==> config.mk <==
export PLATFORM = sky130hd
export DESIGN_NAME = mix_column_iter
export DESIGN_NICKNAME = d
export VERILOG_FILES = /design/src/rtl/mix_column_iter.sv
export SDC_FILE = /design/constraint.sdc
export NUM_CORES = 1
export LEC_CHECK = 0
export ABC_AREA = 1
export CAP_MARGIN = 25
export CORE_ASPECT_RATIO = 0.75
export CORE_MARGIN = 4
export CORE_UTILIZATION = 35
export DETAILED_ROUTE_END_ITERATION = 10
export GPL_TIMING_DRIVEN = 0
export PLACE_DENSITY = 0.59
export RECOVER_POWER = 50
export SETUP_SLACK_MARGIN = 0.5
export SLEW_MARGIN = 10
export SYNTH_ARGS = -nofsm -noshare
export SYNTH_HDL_FRONTEND = slang
export SYNTH_SLANG_ARGS = --single-unit
==> constraint.sdc <==
create_clock -name clk -period 5.5 [get_ports clk]
set_clock_uncertainty 0.15 [all_clocks]
set_input_delay 1.1 -clock clk [delete_from_list [all_inputs] [get_ports clk]]
set_output_delay 1.1 -clock clk [all_outputs]
set_load 0.02 [all_outputs]
==> src/rtl/mix_column_iter.sv <==
// Iterative AES MixColumns / InvMixColumns engine with valid/ready handshakes.
// COLS_PER_CYCLE columns are mixed per clock. A per-block bypass passes the
// state through unchanged, which is what the final round needs.
module mix_column_iter #(
    parameter int COLS_PER_CYCLE = 1,
    parameter bit DEC_EN         = 1'b1
) (
    input  logic             clk,
    input  logic             rst,
    input  logic             in_valid,
    output logic             in_ready,
    input  logic             enc_dec,
    input  logic             bypass,
    input  logic [0:15][7:0] data_in,
    output logic             out_valid,
    input  logic             out_ready,
    output logic [0:15][7:0] data_out,
    output logic             busy
);
    // Handshakes: a block moves on a rising edge where valid && ready are both high.
    // in_ready does not depend on in_valid. out_valid stays high, with data_out
    // held stable, until out_ready takes the block.

    localparam int STEPS = 4 / COLS_PER_CYCLE;
    localparam int SW    = (STEPS > 1) ? $clog2(STEPS) : 1;

    typedef enum logic [1:0] {
        IDLE = 2'd0,
        RUN  = 2'd1,
        DONE = 2'd2
    } state_t;

    state_t           st_q, st_d;
    logic [SW-1:0]    step_q, step_d;
    logic [0:15][7:0] data_q, data_d;
    logic             enc_q, enc_d;
    logic [0:15][7:0] mix_src, mixed;
    logic             enc_in, mix_enc, accept;

    function automatic logic [7:0] xtime(input logic [7:0] x);
        return {x[6:0], 1'b0} ^ (8'h1B & {8{x[7]}});
    endfunction

    // One column, row 0 in the top byte. enc=1 forward matrix, enc=0 inverse.
    function automatic logic [31:0] mix_col(input logic [31:0] a, input logic enc);
        logic [7:0] a0, a1, a2, a3;
        logic [7:0] d0, d1, d2, d3;      // 2*a
        logic [7:0] q0, q1, q2, q3;      // 4*a
        logic [7:0] o0, o1, o2, o3;      // 8*a
        logic [7:0] b0, b1, b2, b3;
        a0 = a[31:24]; a1 = a[23:16]; a2 = a[15:8]; a3 = a[7:0];
        d0 = xtime(a0); d1 = xtime(a1); d2 = xtime(a2); d3 = xtime(a3);
        q0 = xtime(d0); q1 = xtime(d1); q2 = xtime(d2); q3 = xtime(d3);
        o0 = xtime(q0); o1 = xtime(q1); o2 = xtime(q2); o3 = xtime(q3);
        if (enc) begin
            b0 = d0 ^ (d1 ^ a1) ^ a2 ^ a3;
            b1 = a0 ^ d1 ^ (d2 ^ a2) ^ a3;
            b2 = a0 ^ a1 ^ d2 ^ (d3 ^ a3);
            b3 = (d0 ^ a0) ^ a1 ^ a2 ^ d3;
        end else begin
            // E = 8^4^2, B = 8^2^1, D = 8^4^1, 9 = 8^1
            b0 = (o0 ^ q0 ^ d0) ^ (o1 ^ d1 ^ a1) ^ (o2 ^ q2 ^ a2) ^ (o3 ^ a3);
            b1 = (o0 ^ a0) ^ (o1 ^ q1 ^ d1) ^ (o2 ^ d2 ^ a2) ^ (o3 ^ q3 ^ a3);
            b2 = (o0 ^ q0 ^ a0) ^ (o1 ^ a1) ^ (o2 ^ q2 ^ d2) ^ (o3 ^ d3 ^ a3);
            b3 = (o0 ^ d0 ^ a0) ^ (o1 ^ q1 ^ a1) ^ (o2 ^ a2) ^ (o3 ^ q3 ^ d3);
        end
        return {b0, b1, b2, b3};
    endfunction

    // With a single step the whole block is mixed on the accept edge, so the
    // mixers read the input port directly and the engine sustains one block per cycle.
    assign enc_in   = DEC_EN ? enc_dec : 1'b1;
    assign mix_src  = (STEPS == 1) ? data_in : data_q;
    assign mix_enc  = (STEPS == 1) ? enc_in : enc_q;

    assign in_ready  = (st_q == IDLE) || ((st_q == DONE) && out_ready);
    assign accept    = in_valid && in_ready;
    assign out_valid = (st_q == DONE);
    assign busy      = (st_q != IDLE);
    assign data_out  = data_q;

    // Mix the column group picked by the step counter; other columns pass through.
    always_comb begin
        logic [1:0]  col;
        logic [31:0] cin;
        logic [31:0] cout;
        mixed = mix_src;
        col   = '0;
        cin   = '0;
        cout  = '0;
        for (int k = 0; k < COLS_PER_CYCLE; k++) begin
            col  = 2'(int'(step_q) * COLS_PER_CYCLE + k);
            cin  = {mix_src[{col, 2'd0}], mix_src[{col, 2'd1}],
                    mix_src[{col, 2'd2}], mix_src[{col, 2'd3}]};
            cout = mix_col(cin, mix_enc);
            mixed[{col, 2'd0}] = cout[31:24];
            mixed[{col, 2'd1}] = cout[23:16];
            mixed[{col, 2'd2}] = cout[15:8];
            mixed[{col, 2'd3}] = cout[7:0];
        end
    end

    // Next-state logic: IDLE -> RUN -> DONE, with accepts allowed from IDLE and DONE.
    always_comb begin
        st_d   = st_q;
        step_d = step_q;
        data_d = data_q;
        enc_d  = enc_q;
        case (st_q)
            IDLE: begin
            end
            RUN: begin
                data_d = mixed;
                if (step_q == SW'(STEPS - 1)) begin
                    st_d   = DONE;
                    step_d = '0;
                end else begin
                    step_d = step_q + SW'(1);
                end
            end
            DONE: begin
                if (out_ready && !in_valid) begin
                    st_d = IDLE;
                end
            end
            default: begin
                st_d   = IDLE;
                step_d = '0;
            end
        endcase
        if (accept) begin
            enc_d  = enc_in;
            step_d = '0;
            if (bypass) begin
                data_d = data_in;
                st_d   = DONE;
            end else if (STEPS == 1) begin
                data_d = mixed;
                st_d   = DONE;
            end else begin
                data_d = data_in;
                st_d   = RUN;
            end
        end
    end

    // State, step counter, block register and mode register; reset discards any block.
    always_ff @(posedge clk or posedge rst) begin
        if (rst) begin
            st_q   <= IDLE;
            step_q <= '0;
            data_q <= '0;
            enc_q  <= 1'b0;
        end else begin
            st_q   <= st_d;
            step_q <= step_d;
            data_q <= data_d;
            enc_q  <= enc_d;
        end
    end

endmodule

======== Word level (Yosys, flattened, before mapping) ========
Cells that the tools add are included.
storage, ports and cells
  logic and storage cells ................. 155
  flip-flop bits (word level) ............. 133
  output and inout bits ................... 131
  bits of input ports ..................... 134
operators by class
  equal/unequal tests ..................... 7
  bitwise operators ....................... 68
  add/subtract/negate cells ............... 1
  magnitude comparators ................... 8
  reductions and logical operators ........ 14
  muxes and demuxes ....................... 38
operators with widths
  kind                                                 number
  bitwise mux 128 bit                                  4
  XOR 8 bit                                            52
  2-to-1 mux 128 bit                                   2
  binary-select mux 8 bit (select 4 bit)               4
  demux 8 bit (select 4 bit)                           4
  2-to-1 mux 8 bit                                     16
  XOR 8 x 5 -> 8 bit                                   12
  >= comparator 5 bit, second input constant           4
  < comparator 5 x 1 -> 1 bit, second input constant   4
  NOT 4 -> 5 bit                                       4
  2-to-1 mux 2 bit                                     6
  logical AND 1 bit                                    7
  case mux 2 bit (3 select lines)                      1
  equality test 2 bit, second input constant           2
  case mux 2 bit (2 select lines)                      1
  nonzero test 2 bit                                   2
  != test 3 x 1 -> 1 bit, second input constant        1
  != test 3 bit, second input constant                 1
  AND reduction 3 bit                                  1
  adder 2 x 1 -> 2 bit, second input constant          1
  equality test 2 x 1 -> 1 bit, second input constant  1
  logical NOT 2 bit                                    1
  != test 2 x 1 -> 1 bit, second input constant        1
  != test 2 bit, second input constant                 1
  3 further kinds                                      3

======== Depth between registers and ports, before layout ========
Gate-level depths: netlist (run 1).
  word-level depth ........................ 19
  depth in mapped cells ................... 22
  depth with buffers taken out ............ 20

======== Worst setup path before layout (run 1) ========
Ideal clock, no wire load.
  path type ............................... in2reg
  start ................................... input port out_ready
  end ..................................... register data_q, in the netlist data_out[45]
  library setup time ...................... 0.118 ns
  data arrival time ....................... 2.857 ns
  stages on the path ...................... 10
  path buffers ............................ 2
  required time ........................... 5.232 ns
  setup slack ............................. 2.375 ns
  cells stage by stage .................... nor2_1 -> nor2_1 -> nand2_1 -> nand2_1 -> inv_1 -> clkbuf_1 -> buf_1 -> a32o_1 -> inv_1 -> nand2_1
on the way
  longest elaborated chain between the ends .. 4
RTL lines
  item                                                             line  text
  start: declaration                                               16    input logic out_ready,
  logical AND 1 bit *                                              76    assign in_ready = (st_q == IDLE) || ((st_q == DONE) && out_ready);
  logical OR 1 bit *                                               76
  via in_ready                                                     11    output logic in_ready,
  logical AND 1 bit *                                              77    assign accept = in_valid && in_ready;
  2-to-1 mux 128 bit / nonzero test 2 bit (equally long branches)  n/a
  end signal: assignment                                           157   data_q <= data_d;
  end: declaration                                                 35    logic [0:15][7:0] data_q, data_d;
Mark *: on every way through the listed nets, which the timed path passes. The rest lies on a longest branch.
A chain may end at the register's enable or synchronous reset.

======== Worst setup path after layout (run 1) ========
  start ................................... input port out_ready
  end ..................................... output port in_ready
on the way
  longest elaborated chain between the ends .. 2
RTL lines
  item               line
  logical AND 1 bit  76
  logical OR 1 bit   76
  end: declaration   11
Every way passes these cells.

==> reports/metrics.yaml, run 1 <==
synth:
  synth_top_area_share_pct: 25.59
  async_reset_ff_share_pct: 100.0
  synth_edf_count: 0
  avgSynthCellArea_um2: 6.494
  yosysWarnings: 0
  ys_ff_latch: 133
  synth_cell_type_count: 41
  seq_area_frac_synth_pct: 25.59
  ys.flop_type: "dfrtp_1"
  synthTopCellsByCount: "nand2_1, nand3_1, inv_1, dfrtp_1, xor2_1"
  yosysTopAreaCell: "dfrtp_1"
  syn_inst: 2003
  yosysMostFrequentCell: "nand2_1"
  syn-num-nets: 2141
  synthTopCellsByArea: "dfrtp_1, nand2_1, nand3_1, xor2_1, a22o_1"
  synth.cell_area_um2: 13010
timing:
  max_freq_mhz: 227.4
  tightest_slew_ns: 2.765
  rsz0062_at_grt: "no"
  holdWs_ns: 0.3924
  fin_crit_ns: 4.397
  drv_slew: 55
  slew_headroom_pct: -85.34
  setup_ws_ns: 1.103
  setup_viol: 0
  finalHoldViolCount: 0
  period_share_pct: 79.95
placement:
  hpwlAfterDp_mm: 56.68
  postPlaceCellArea_um2: 16310
  io_buffers: 263
  place_ws_ns: 1.045
  place_congestion: 0.9982
status:
  status: "finished with violations"
  failed_checks: "capacitance limit, slew limit"
die:
  ios: 265
  core_um2: 36260
  fp.dieH_um: 175.0
  rows: 60
  initial_core_util_pct: 35.87
  die_w_um: 230.6
  dieArea_um2: 40340
final_layout:
  drive_gt1_share_pct: 8.866
  design_area_um2: 16910
  antenna_cells: 0
  syn2layout_area_growth_pct: 29.97
  final_nets: 2426
clock_tree:
  clock_sinks: 133
  cts_buffer_depth: 2
  cts-root-buf: "clkbuf_16"
  cts_hold_buffers: 0
  numCtsBuffers: 17
  cts_resized: 0
  clkTransAtPathRegs_ns: 0.07
  cts-htree-levels: 4
  cts_setup_buffers: 0
  cts_tree: "done"
  clk_latency_ns: 0.46
global_routing:
  track_usage_pct: 34.76
  grt_use_met2_pct: 51.03
  met3_usage_pct: 6.959
  grt_pass1_vias: 14490
  grt-ovfl-total: 0
  grtUsageMet1_pct: 50.59
  grt_max_degree: 80
  grt.busiest_layer: "met2"
  antenna_found_initial: 0
  grt_first_pass_wirelength_mm: 102.0
worst_setup_path:
  cp.required_ns: 4.25
  crit_top_cell: "nor2_1"
  worst-setup-path-type: "input port to output port"
  cp-end-kind: "output port"
  worst_r2r_endpoint: "data_out[97]$_DFFE_PP0P_"
  arrival_ns: 3.15
  cp-start-kind: "input port"
  reg2regPathDepth: 16
  r2r_slack_ns: 1.80
  cpPeakStageDelay_ns: 0.62
  crit_chain: "dlygate4sd3_1, nor2_1, nor2_1, buf_6, clkdlybuf4s50_1"
  cp_slowest_cell: "nor2_1"
  timing.rr.start: "step_q[1]$_DFFE_PP0P_"
  path_delay_family: "buffers and inverters"
  path_buf_inv: 3
  cp_max_fo: 8
worst_hold_path:
  hp-class: "flop to flop"
  holdPathEnd: "data_out[41]$_DFFE_PP0P_"
  min_from: "data_out[41]$_DFFE_PP0P_"
  hold_path_depth: 2
routing:
  first_pass_iters: 6
  routed_via_density: 5.533
  ant_nets: 0
  routed_wl_mm: 71.83
  drc: 0
  drt_iter0_drc: 2120
  vias: 15480
  wire_per_inst_um: 25.68
run:
  maxCapViolations: 1
metrics by stage:
step                util, %  cells  TNS (ns)
detailed placement    44.97   2764         0
CTS                   46.60   2796         0
global placement      44.84   2762   -221.84
global route          46.63   2797         0
finish                46.63   2797         0
floorplan                 -   2003         0
worst max path at each step:
stage	to	startpoint	slack (ns)	cells past startpoint
floorplan	data_out[0]$_DFFE_PP0P_	rst	0.70	1
global placement	data_out[116]$_DFFE_PP0P_	rst	-1.70	2
detailed placement	data_out[35]$_DFFE_PP0P_	out_ready	1.05	11
CTS	in_ready	out_ready	1.25	5
global route	in_ready	out_ready	1.07	5
finish	in_ready	out_ready	1.10	5
worst register-to-register path: stages, from the launching register on:
cell,delay (ns)
dfrtp_1,0.38
buf_4,0.17
clkbuf_1,0.70
nand2_1,0.13
nand2_1,0.49
nand2_1,0.19
nand2_1,0.17
nand2_1,0.09
nand3_1,0.16
nand2_1,0.15
inv_2,0.09
xor2_1,0.24
inv_1,0.07
nand2_1,0.07
nand3_2,0.14
nand3_1,0.14
nand2_1,0.06
per-layer routing:
| metal | vias up | routed length, µm | share of wire, % |
|---|---|---|---|
| li1 | 6970 | - | - |
| met1 | 7368 | 31830 | 44 |
| met2 | 998 | 29780 | 41 |
| met3 | 139 | 7723 | 11 |
| met4 | 0 | 2491 | 3.5 |
| met5 | - | 0 | 0 |
registers in the layout, summed over array words and instances, names as in the netlist:
name / count
st_q: 2
step_q: 2
enc_q: 1
data_out: 128
layout by cell type, fill, tap and decap left out, types with 11 or more instances in the layout:
| cell | count |
|---|---|
| nand2_1 | 845 |
| buf_2 | 20 |
| a22o_1 | 87 |
| buf_1 | 12 |
| dfrtp_1 | 133 |
| dlygate4sd3_1 | 66 |
| nand2_2 | 47 |
| clkdlybuf4s50_1 | 197 |
| nand3_1 | 314 |
| nor2_1 | 15 |
| o21ai_0 | 16 |
| xnor2_1 | 35 |
| a21oi_1 | 11 |
| xor2_1 | 116 |
| clkbuf_1 | 20 |
| nand3_2 | 20 |
| buf_4 | 13 |
| buf_6 | 14 |
| clkbuf_16 | 17 |
| inv_1 | 186 |
cell type report:
type,count,area (µm²)
buffer,78,475.5
clock buffer,19,442.9
clock inverter,13,147.6
fill,3753,19350
inverter,198,749.5
multi-input combinational,1594,8456
sequential,133,3328
tap,496,620.6
timing repair buffer,266,2686
logic make-up (layout without fill, tap and decap cells):
kind of cell               Yosys count  after routing  share of synthesized area, %
AOI/OAI and AO/OA                  140            140                         8.609
xor gates and xnor gates           171            171                         13.01
adders and majority gates            4              4                        0.3848
DFF                                133            133                         25.59
buffers and inverters              276            574                         9.407
and+or+nand+nor                   1279           1279                         43.00
Power of run 1 is not shown: default switching activity piles up to over one toggle a cycle in this logic, so the estimate is an artifact.
==> inputs of run 2 (changes only) <==
clock period = 4.2 ns   (was 5.5 ns; I/O delays follow)
==> run 2 against run 1 <==
  * The run still ends with capacitance limit, slew limit left
  * Worst hold slack got worse by 0.0077 ns
  * First-iteration DRC count fell by 10%
  * Non-clock buffer count rose by 5
  * Cell count rose by 0.18%
  * Via count rose by 0.76%
  * Critical path depth rose by 13
  * Die area did not move
  * Critical endpoint is now data_out[21]$_DFFE_PP0P_
  * Largest cell class unchanged
==> reports/metrics.yaml, run 2 (same netlist as run 1, synthesis figures left out) <==
worst_hold_path:
  hp-class: "flop to flop"
routing:
  vias: 15590  # +0.76%
  first_pass_iters: 6  # unchanged
  ant_nets: 0  # unchanged
  routed_wl_mm: 73.65  # +2.5%
  drc: 0  # unchanged
  drt_iter0_drc: 1901  # -10%
  routed_via_density: 5.565  # +0.58%
  wire_per_inst_um: 26.28  # +2.4%
placement:
  io_buffers: 263  # unchanged
  postPlaceCellArea_um2: 16360  # +0.32%
  place_congestion: 1.004  # +0.54%
  place_inst: 2767  # +0.11%
  hpwlAfterDp_mm: 57.90  # +2.2%
  place_ws_ns: -0.3772  # -1.423 ns
final_layout:
  nFillCells: 3750  # -0.080%
  design_area_um2: 17000  # +0.53%
  drive_gt1_share_pct: 9.367  # +0.50 points
  antenna_cells: 0  # unchanged
  largest_register_ffs: 128  # unchanged
  final_cell_mix: "nand2_1, nand3_1, clkdlybuf4s50_1"
  final_nets: 2431  # +0.21%
  final_common_cell: "nand2_1"
  final_cells: 2802  # +0.18%
  syn2layout_area_growth_pct: 30.66
global_routing:
  grt_pass1_vias: 14730  # +1.6%
  antenna_found_initial: 1  # +1
  grt_max_degree: 37  # -54%
  grt_first_pass_wirelength_mm: 104.4  # +2.4%
  grt-ovfl-total: 0  # unchanged
  track_usage_pct: 35.66  # +0.90 points
worst_setup_path:
  cp_slowest_cell: "dfrtp_1"
  path_delay_family: "simple AND/OR/NAND/NOR gates"
  cp-end-kind: "flop"
  path_buf_inv: 4  # +1
  cp.required_ns: 4.38  # +0.13 ns
  arrival_ns: 3.74  # +0.59 ns
  crit_chain: "buf_4, inv_2, clkbuf_4, nand2_1, nand2_1, nand2_1, nand2_2, nand2_1, nand2_2, nand2_1, nand3_1, nand2_1, inv_1, nand2_1, nand3_1, nand3_1, nand3_1, nand2_1"
  crit_top_cell: "nand2_1"
  cpPeakStageDelay_ns: 0.41  # -0.21 ns
  cp_max_fo: 10  # +2
  worst-setup-path-type: "flop to flop"
  cp-start-kind: "flop"
timing:
  drv_slew: 32  # -42%
  finalHoldViolCount: 0  # unchanged
  tightest_slew_ns: 2.118  # -0.6464 ns
  slew_headroom_pct: -41.23  # +44 points
  max_freq_mhz: 280.6
  rsz0062_at_grt: "no"
  fin_crit_ns: 3.564
  period_share_pct: 84.87
  setup_viol: 0  # unchanged
  setup_ws_ns: 0.6357  # -0.4671 ns
die:
  ios: 265  # unchanged
  rows: 60  # unchanged
  fp.dieH_um: 175.0  # unchanged
  core_um2: 36260  # unchanged
  dieArea_um2: 40340  # unchanged
  die_w_um: 230.6  # unchanged
  initial_core_util_pct: 35.87  # unchanged
clock_tree:
  cts-htree-levels: 4  # unchanged
  numCtsBuffers: 17  # unchanged
  cts_hold_buffers: 0  # unchanged
  clkTransAtPathRegs_ns: 0.06  # about the same
  cts-root-buf: "clkbuf_16"
  clock_sinks: 133  # unchanged
  cts_tree: "done"
  cts_buffer_depth: 2  # unchanged
  clk_latency_ns: 0.45  # about the same
status:
  status: "finished with violations"
  failed_checks: "capacitance limit, slew limit"
run:
  maxCapViolations: 1  # unchanged
-- run 2: per-layer routing --
layer / up-vias / track usage (%) / part of all wire (%)
met2: 1040 / 52.07 / 41
met5: - / 0 / 0.020
met1: 7425 / 50.21 / 43
met3: 163 / 9.615 / 12
met4: 2 / 13.58 / 4.1
li1: 6962 / - / -
-- run 2: timing repair --
item | 4_1_cts | 5_1_grt
endpoints found under the setup margin | 40 | 28
gates resized for setup | 3 | 10
setup buffers | 0 | 0
-- run 2: area by class of cell --
class,instances,area [µm²],share of cell area [%]
clock buffers,21,470.5,2.768
repair buffers,271,2745,16.15
well taps,496,620.6,3.652
clock inverters,11,123.9,0.7289
multi-input cells,1594,8476,49.87
flip-flops and latches,133,3328,19.58
inverters,198,749.5,4.410
plain buffers,78,481.7,2.834
-- run 2: worst min-delay path: stages (launching register included) --
cell     delay (ns)
dfrtp_1        0.37
nand2_1        0.06
nand3_1        0.07
-- run 2: worst paths after layout --
path	startpoint	to	slack, ns	cells after the start
max in group asynchronous	rst	data_out[84]$_DFFE_PP0P_	0.83	5
min in group asynchronous	rst	data_out[9]$_DFFE_PP0P_	0.69	2
hold reg to reg	data_out[41]$_DFFE_PP0P_	data_out[41]$_DFFE_PP0P_	0.38	2
setup / recovery	step_q[1]$_DFFE_PP0P_	data_out[21]$_DFFE_PP0P_	0.64	18
hold / removal	data_out[41]$_DFFE_PP0P_	data_out[41]$_DFFE_PP0P_	0.38	2
setup reg to reg	step_q[1]$_DFFE_PP0P_	data_out[21]$_DFFE_PP0P_	0.64	18
-- run 2: per-stage QoR --
| step | setup TNS [ns] | hold slack, ns | utilization [%] |
|---|---|---|---|
| finish | 0 | 0.3847 | 46.87 |
| floorplan | 0 | 0.4570 | - |
| detailed placement | -2.358 | 0.3701 | 45.12 |
| global placement | -1.956 | 0.3667 | 44.86 |
| CTS | 0 | 0.3885 | 46.78 |
| global route | 0 | 0.4140 | 46.87 |
Power of run 2 is left out for the same reason.
==> inputs of run 3 (changes only) <==
PLACE_DENSITY = 0.61   (was 0.59)
clock period = 3.1 ns   (was 4.2 ns; I/O delays follow)
==> run 3 against run 2 <==
  * The run still ends with capacitance limit, slew limit left
  * Setup slack got worse by 0.51 ns
  * Cell count increased by 3.8%
  * Cell area increased by 14%
  * First-iteration DRC count increased by 9.8%
  * Global-route usage decreased by 1.2 points
  * Flip-flop and latch count unchanged
  * Sequential share of layout area decreased by 2.4 points
  * Critical path type unchanged
  * Worst hold slack got worse by 0.0084 ns
==> reports/metrics.yaml, run 3 (same netlist as run 1, synthesis figures left out) <==
placement:
  place_congestion: 0.9854  # -1.8%
  postPlaceCellArea_um2: 16330  # -0.20%
  io_buffers: 263  # unchanged
  hpwlAfterDp_mm: 54.07  # -6.6%
  place_inst: 2765  # -0.072%
worst_setup_path:
  worst-setup-path-type: "flop to flop"
  cpPeakStageDelay_ns: 0.41  # about the same
  reg2regPathDepth: 19  # +1
  cp_slowest_cell: "dfrtp_1"
  cp_max_fo: 7  # -3
  cp.depth: 19  # +1
  cp.required_ns: 3.28  # -1.10 ns
  crit_chain: "buf_6, inv_8, buf_12, buf_12, nand2_1, nand3_2, nand2_4, buf_4, buf_4, xnor2_2, or2_1, nand2_1, nand2_1, nand2_1, nand2_1, nand3_2, nand3_4, nand3_1, nand2_1"
  arrival_ns: 3.15  # -0.59 ns
  path_buf_inv: 6  # +2
  path_delay_family: "simple AND/OR/NAND/NOR gates"
  cp-start-kind: "flop"
  cp-end-kind: "flop"
  crit_top_cell: "nand2_1"
final_layout:
  final_nets: 2538  # +4.4%
  final_cells: 2909  # +3.8%
  syn2layout_area_growth_pct: 48.84
  design_area_um2: 19360  # +14%
  drive_gt1_share_pct: 20.47  # +11 points
  final_common_cell: "nand2_1"
  final_cell_mix: "nand2_1, nand3_1, clkdlybuf4s50_1"
  largest_register_ffs: 128  # unchanged
  nFillCells: 3515  # -6.3%
  antenna_cells: 0  # unchanged
  fin_util_pct: 53.39  # +6.5 points
status:
  failed_checks: "capacitance limit, slew limit"
  status: "finished with violations"
timing:
  fin_crit_ns: 2.973  # -0.5909 ns
  tightest_slew_ns: 1.645  # -0.4735 ns
  setup_viol: 0  # unchanged
  drv_slew: 34  # +6.3%
  period_share_pct: 95.92  # +11 points
  holdWs_ns: 0.3763  # -0.008417 ns
  rsz0062_at_grt: "yes"
  slew_headroom_pct: -10.27  # +31 points
  finalHoldViolCount: 0  # unchanged
  max_freq_mhz: 336.3  # +20%
routing:
  vias: 16310  # +4.6%
  wire_per_inst_um: 24.96  # -5.0%
  first_pass_iters: 6  # unchanged
  m1WireLength_mm: 30.11  # -5.5%
  drt_iter0_drc: 2087  # +9.8%
  dr_wl_met2_mm: 30.45  # +1.2%
  ant_nets: 0  # unchanged
  top_layer_used: "met5"
  routed_wl_mm: 72.61  # -1.4%
  drc: 0  # unchanged
  wl_met3_mm: 8.952  # +3.5%
  routed_via_density: 5.605  # +0.73%
clock_tree:
  cts_tree: "done"
  clkTransAtPathRegs_ns: 0.07  # about the same
  numCtsBuffers: 17  # unchanged
  clk_latency_ns: 0.45  # about the same
  clock_sinks: 133  # unchanged
  cts_buffer_depth: 2  # unchanged
  cts_hold_buffers: 0  # unchanged
  cts-root-buf: "clkbuf_16"
  cts-htree-levels: 4  # unchanged
die:
  fp.dieH_um: 175.0  # unchanged
  ios: 265  # unchanged
  initial_core_util_pct: 35.87  # unchanged
  dieArea_um2: 40340  # unchanged
  rows: 60  # unchanged
  die_w_um: 230.6  # unchanged
  core_um2: 36260  # unchanged
worst_hold_path:
  hold_path_depth: 2  # unchanged
  hp-class: "flop to flop"
global_routing:
  grt_pass1_vias: 15130  # +2.7%
  grt-ovfl-total: 0  # unchanged
  track_usage_pct: 34.50  # -1.2 points
  grt_first_pass_wirelength_mm: 102.4  # -1.9%
  antenna_found_initial: 1  # unchanged
  grt_max_degree: 36  # -2.7%
run:
  maxCapViolations: 1  # unchanged
## run 3: cell types whose count changed in the layout (fill, tap and decap cells not counted), sizes merged
cell / before / now
clkbuf: 44 / 43
inv: 199 / 198
nand2: 901 / 902
buf: 63 / 166
clkinv: 4 / 7
clkdlybuf4s15: 0 / 1
clkinvlp: 4 / 3
bufinv: 2 / 4
## run 3: area by class of cell
type                    count  area, µm²  area share, %
clock buffers              18      439.2          2.268
clock inverters            14      198.9          1.028
well taps                 496      620.6          3.206
inverters                 198      768.2          3.968
flip-flops and latches    133       3328          17.19
repair buffers            377       3659          18.90
plain buffers              78      675.6          3.490
multi-input cells        1595       9671          49.95
## run 3: path summary, 6_finish.rpt
check / startpoint / to / slack, ns
worst min register to register: data_out[73]$_DFFE_PP0P_ / data_out[73]$_DFFE_PP0P_ / 0.38
worst max-delay path: step_q[0]$_DFFE_PP0P_ / data_out[35]$_DFFE_PP0P_ / 0.13
worst min-delay path: data_out[73]$_DFFE_PP0P_ / data_out[73]$_DFFE_PP0P_ / 0.38
worst max register to register: step_q[0]$_DFFE_PP0P_ / data_out[35]$_DFFE_PP0P_ / 0.13
max in group asynchronous: rst / data_out[46]$_DFFE_PP0P_ / 0.46
min in group asynchronous: rst / data_out[104]$_DFFE_PP0P_ / 0.86
## run 3: what timing repair did
action / 4_1_cts / 5_1_grt
resized for setup: 191 / 133
endpoints found under the setup margin: 133 / 133
buffers inserted: 58 / 50
cloned: 1 / 3
pin swaps: 38 / 47
endpoints found under the hold margin: 0 / 0
## run 3: worst register-to-register path, stage by stage, from the launching register on
cell and delay, ns:
dfrtp_1 0.41, buf_6 0.16, inv_8 0.09, buf_12 0.15, buf_12 0.13, nand2_1 0.07, nand3_2 0.11, nand2_4 0.14
buf_4 0.18, buf_4 0.15, xnor2_2 0.13, or2_1 0.27, nand2_1 0.11, nand2_1 0.08, nand2_1 0.08, nand2_1 0.07
nand3_2 0.10, nand3_4 0.11, nand3_1 0.11, nand2_1 0.06
## run 3: metrics by stage
stage               setup TNS (ns)  setup slack, ns
floorplan                        0           0.6788
global placement           -155.77          -0.9640
detailed placement          -64.85          -0.9596
CTS                              0           0.2483
global route                     0          0.04534
finish                           0           0.1265
## run 3: metal layers
layer	track usage [%]	vias up
li1	-	7159
met1	48.10	7784
met4	12.14	2
met3	8.572	177
met5	0	-
met2	52.00	1184
Power of run 3 is left out for the same reason.
==> RTL change (config.mk and constraints of run 3) <==
Take the reset off `data_q` and load it in a clocked block of its own.
--- a/src/rtl/mix_column_iter.sv
+++ b/src/rtl/mix_column_iter.sv
@@ -150,14 +150,16 @@
             st_q   <= IDLE;
             step_q <= '0;
-            data_q <= '0;
             enc_q  <= 1'b0;
         end else begin
             st_q   <= st_d;
             step_q <= step_d;
-            data_q <= data_d;
             enc_q  <= enc_d;
         end
     end
 
+    always_ff @(posedge clk) begin
+        data_q <= data_d;
+    end
+
 endmodule
 
Formal check against the unedited RTL: not equivalent (a bounded check fails within 4 cycles, from zero or initial values and one cycle with rst high).
==> RTL change against run 3 <==
Hold slack got worse by 0.025 ns. Design area rose by 1.2%. Routed wire length rose by 1.5%. Non-clock buffer count did not move. Sequential cell count did not move. Core utilization rose by 1.1 points. Count of clock-buffer cells in the layout fell by 1. Area after synthesis fell by 1.8%. Setup slack got worse by 0.077 ns.
Power is not shown: default switching activity piles up to over one toggle a cycle in this logic, so the estimate is an artifact.
==> RTL change: results (changes against run 3) <==
result of the run=complete, no violations; met1 wire length=30000 µm (-0.43%); final WL=73700 µm (+1.5%); pin count of the biggest net entering global routing=22 (-39%); top cells by count, synth=sky130_fd_sc_hd__nand2_1, sky130_fd_sc_hd__nand3_1, sky130_fd_sc_hd__edfxtp_1; EDFF count, synth=128 (+128); fraction of final layout cells with drive strength greater than 1=24.1% (+3.6 points); routing usage on met3=9.74% (+1.2 points); via density per instance=5.61 (about the same); routed wl met3=9240 µm (+3.2%); worst min-delay path class=in -> async; Max-Slew Margin vs Limit=22.2% (+32 points); Placement Cell Area=16100 µm² (-1.4%); net count of the mapped netlist=2025 (-5.4%); most used flip-flop cell after synthesis=sky130_fd_sc_hd__edfxtp_1; top cells by area in the synthesized netlist=sky130_fd_sc_hd__edfxtp_1, sky130_fd_sc_hd__nand2_1, sky130_fd_sc_hd__nand3_1, sky130_fd_sc_hd__xor2_1, sky130_fd_sc_hd__xnor2_1; setup slack, reg-to-reg=0.05 ns (-0.08 ns); wire length on met2=31500 µm (+3.3%); Setup WS pre-CTS=-0.832 ns (+0.127 ns); ys async rst share=3.76% (-96 points); number of nets in the finished design=2440 (-3.9%); Highest Signal Layer=met4; vias in the first global route=14300 (-5.5%); worst r2r dst=data_out[107]; flip-flop count of the largest register, all copies and words added=128 (unchanged); met2 layer usage reported by global route=52.8% (+0.85 points); sequential cell area fraction in the yosys report=31.1% (+5.5 points); IO Port Bufs=264 (+0.38%); met1 GRT Util=48.2% (+0.11 points); data arrival time at the worst-slack endpoint=3.11 ns (-0.04 ns); Post-Place Cells=2620 (-5.2%); Hold WS=0.352 ns (-0.0246 ns); routability congestion estimate from global placement=1.01 (+2.1%); all-layer global routing usage=35.0% (+0.55 points); first-pass GRT wire length=101000 µm (-1.4%); worst-case reg-to-reg path depth=16 (-3); overall via count from detail_route=15600 (-4.4%); hpwl dp=56000 µm (+3.5%); count of mapped cells out of synthesis=1887 (-5.8%); peak fanout along the critical path=10 (+3)
-- RTL change: changes by cell type after synthesis, moves of 9 or more --
| cell | change |
|---|---|
| sky130_fd_sc_hd__edfxtp_1 | +128 |
| sky130_fd_sc_hd__xor2_1 | -9 |
| sky130_fd_sc_hd__a32o_1 | -9 |
| sky130_fd_sc_hd__nand2_2 | +17 |
| sky130_fd_sc_hd__nand2_1 | +70 |
| sky130_fd_sc_hd__dfrtp_1 | -128 |
| sky130_fd_sc_hd__inv_1 | -104 |
| sky130_fd_sc_hd__buf_2 | -9 |
| sky130_fd_sc_hd__xnor2_1 | +23 |
| sky130_fd_sc_hd__nand3_1 | -12 |
| sky130_fd_sc_hd__o21ai_1 | +12 |
| sky130_fd_sc_hd__a22o_1 | -87 |
-- RTL change: layout make-up --
class                   instances  area (µm²)
repair buffers                395        3890
multi-input cells            1594        9580
flip-flops and latches        133        3970
inverters                     101         425
plain buffers                  60         532
clock inverters                15         178
well taps                     465         582
fillers                      3425       16400
clock buffers                  17         425
-- RTL change: how the worst max path moves through the flow --
stage / start / to / slack (ns) / depth (start not counted)
finish: step_q[0] / data_out[107] / 0.05 / 16
detailed placement: step_q[1] / data_out[96] / -0.83 / 12
global placement: step_q[1] / data_out[96] / -0.86 / 12
CTS: step_q[0] / data_out[52] / 0.18 / 19
floorplan: out_ready / data_out[0] / 0.52 / 5
global route: step_q[0] / data_out[94] / -0.04 / 18
-- RTL change: worst max-delay path: stages (launching register included) --
cell and delay, ns:
sky130_fd_sc_hd__dfrtp_1 0.43, sky130_fd_sc_hd__buf_6 0.18, sky130_fd_sc_hd__clkinv_8 0.10, sky130_fd_sc_hd__buf_8 0.16
sky130_fd_sc_hd__nand2_1 0.10, sky130_fd_sc_hd__nand3_2 0.10, sky130_fd_sc_hd__nand2_4 0.16, sky130_fd_sc_hd__buf_12 0.15
sky130_fd_sc_hd__nand2_1 0.07, sky130_fd_sc_hd__nand2_2 0.13, sky130_fd_sc_hd__buf_4 0.12, sky130_fd_sc_hd__nand2_1 0.07
sky130_fd_sc_hd__nand2_1 0.11, sky130_fd_sc_hd__xor2_1 0.29, sky130_fd_sc_hd__nand2_1 0.22, sky130_fd_sc_hd__nand3_1 0.18
sky130_fd_sc_hd__nand2_1 0.06
-- RTL change: what timing repair did --
item | CTS | global route
pin swaps | 51 | 63
setup buffers | 61 | 62
resized for setup | 223 | 178
endpoints found under the setup margin | 129 | 130
cloned | 1 | 4
-- RTL change: kinds of logic (layout without fill, tap and decap cells) --
kind of cell    after synthesis  after routing  synth area share (%)
simple gates               1353           1354                  46.3
xor+xnor                    185            185                  14.1
buf+inv                     161            588                  5.92
flops                       133            133                  31.1
compound gates               51             51                  2.20
fa+ha+maj                     4              4                 0.392
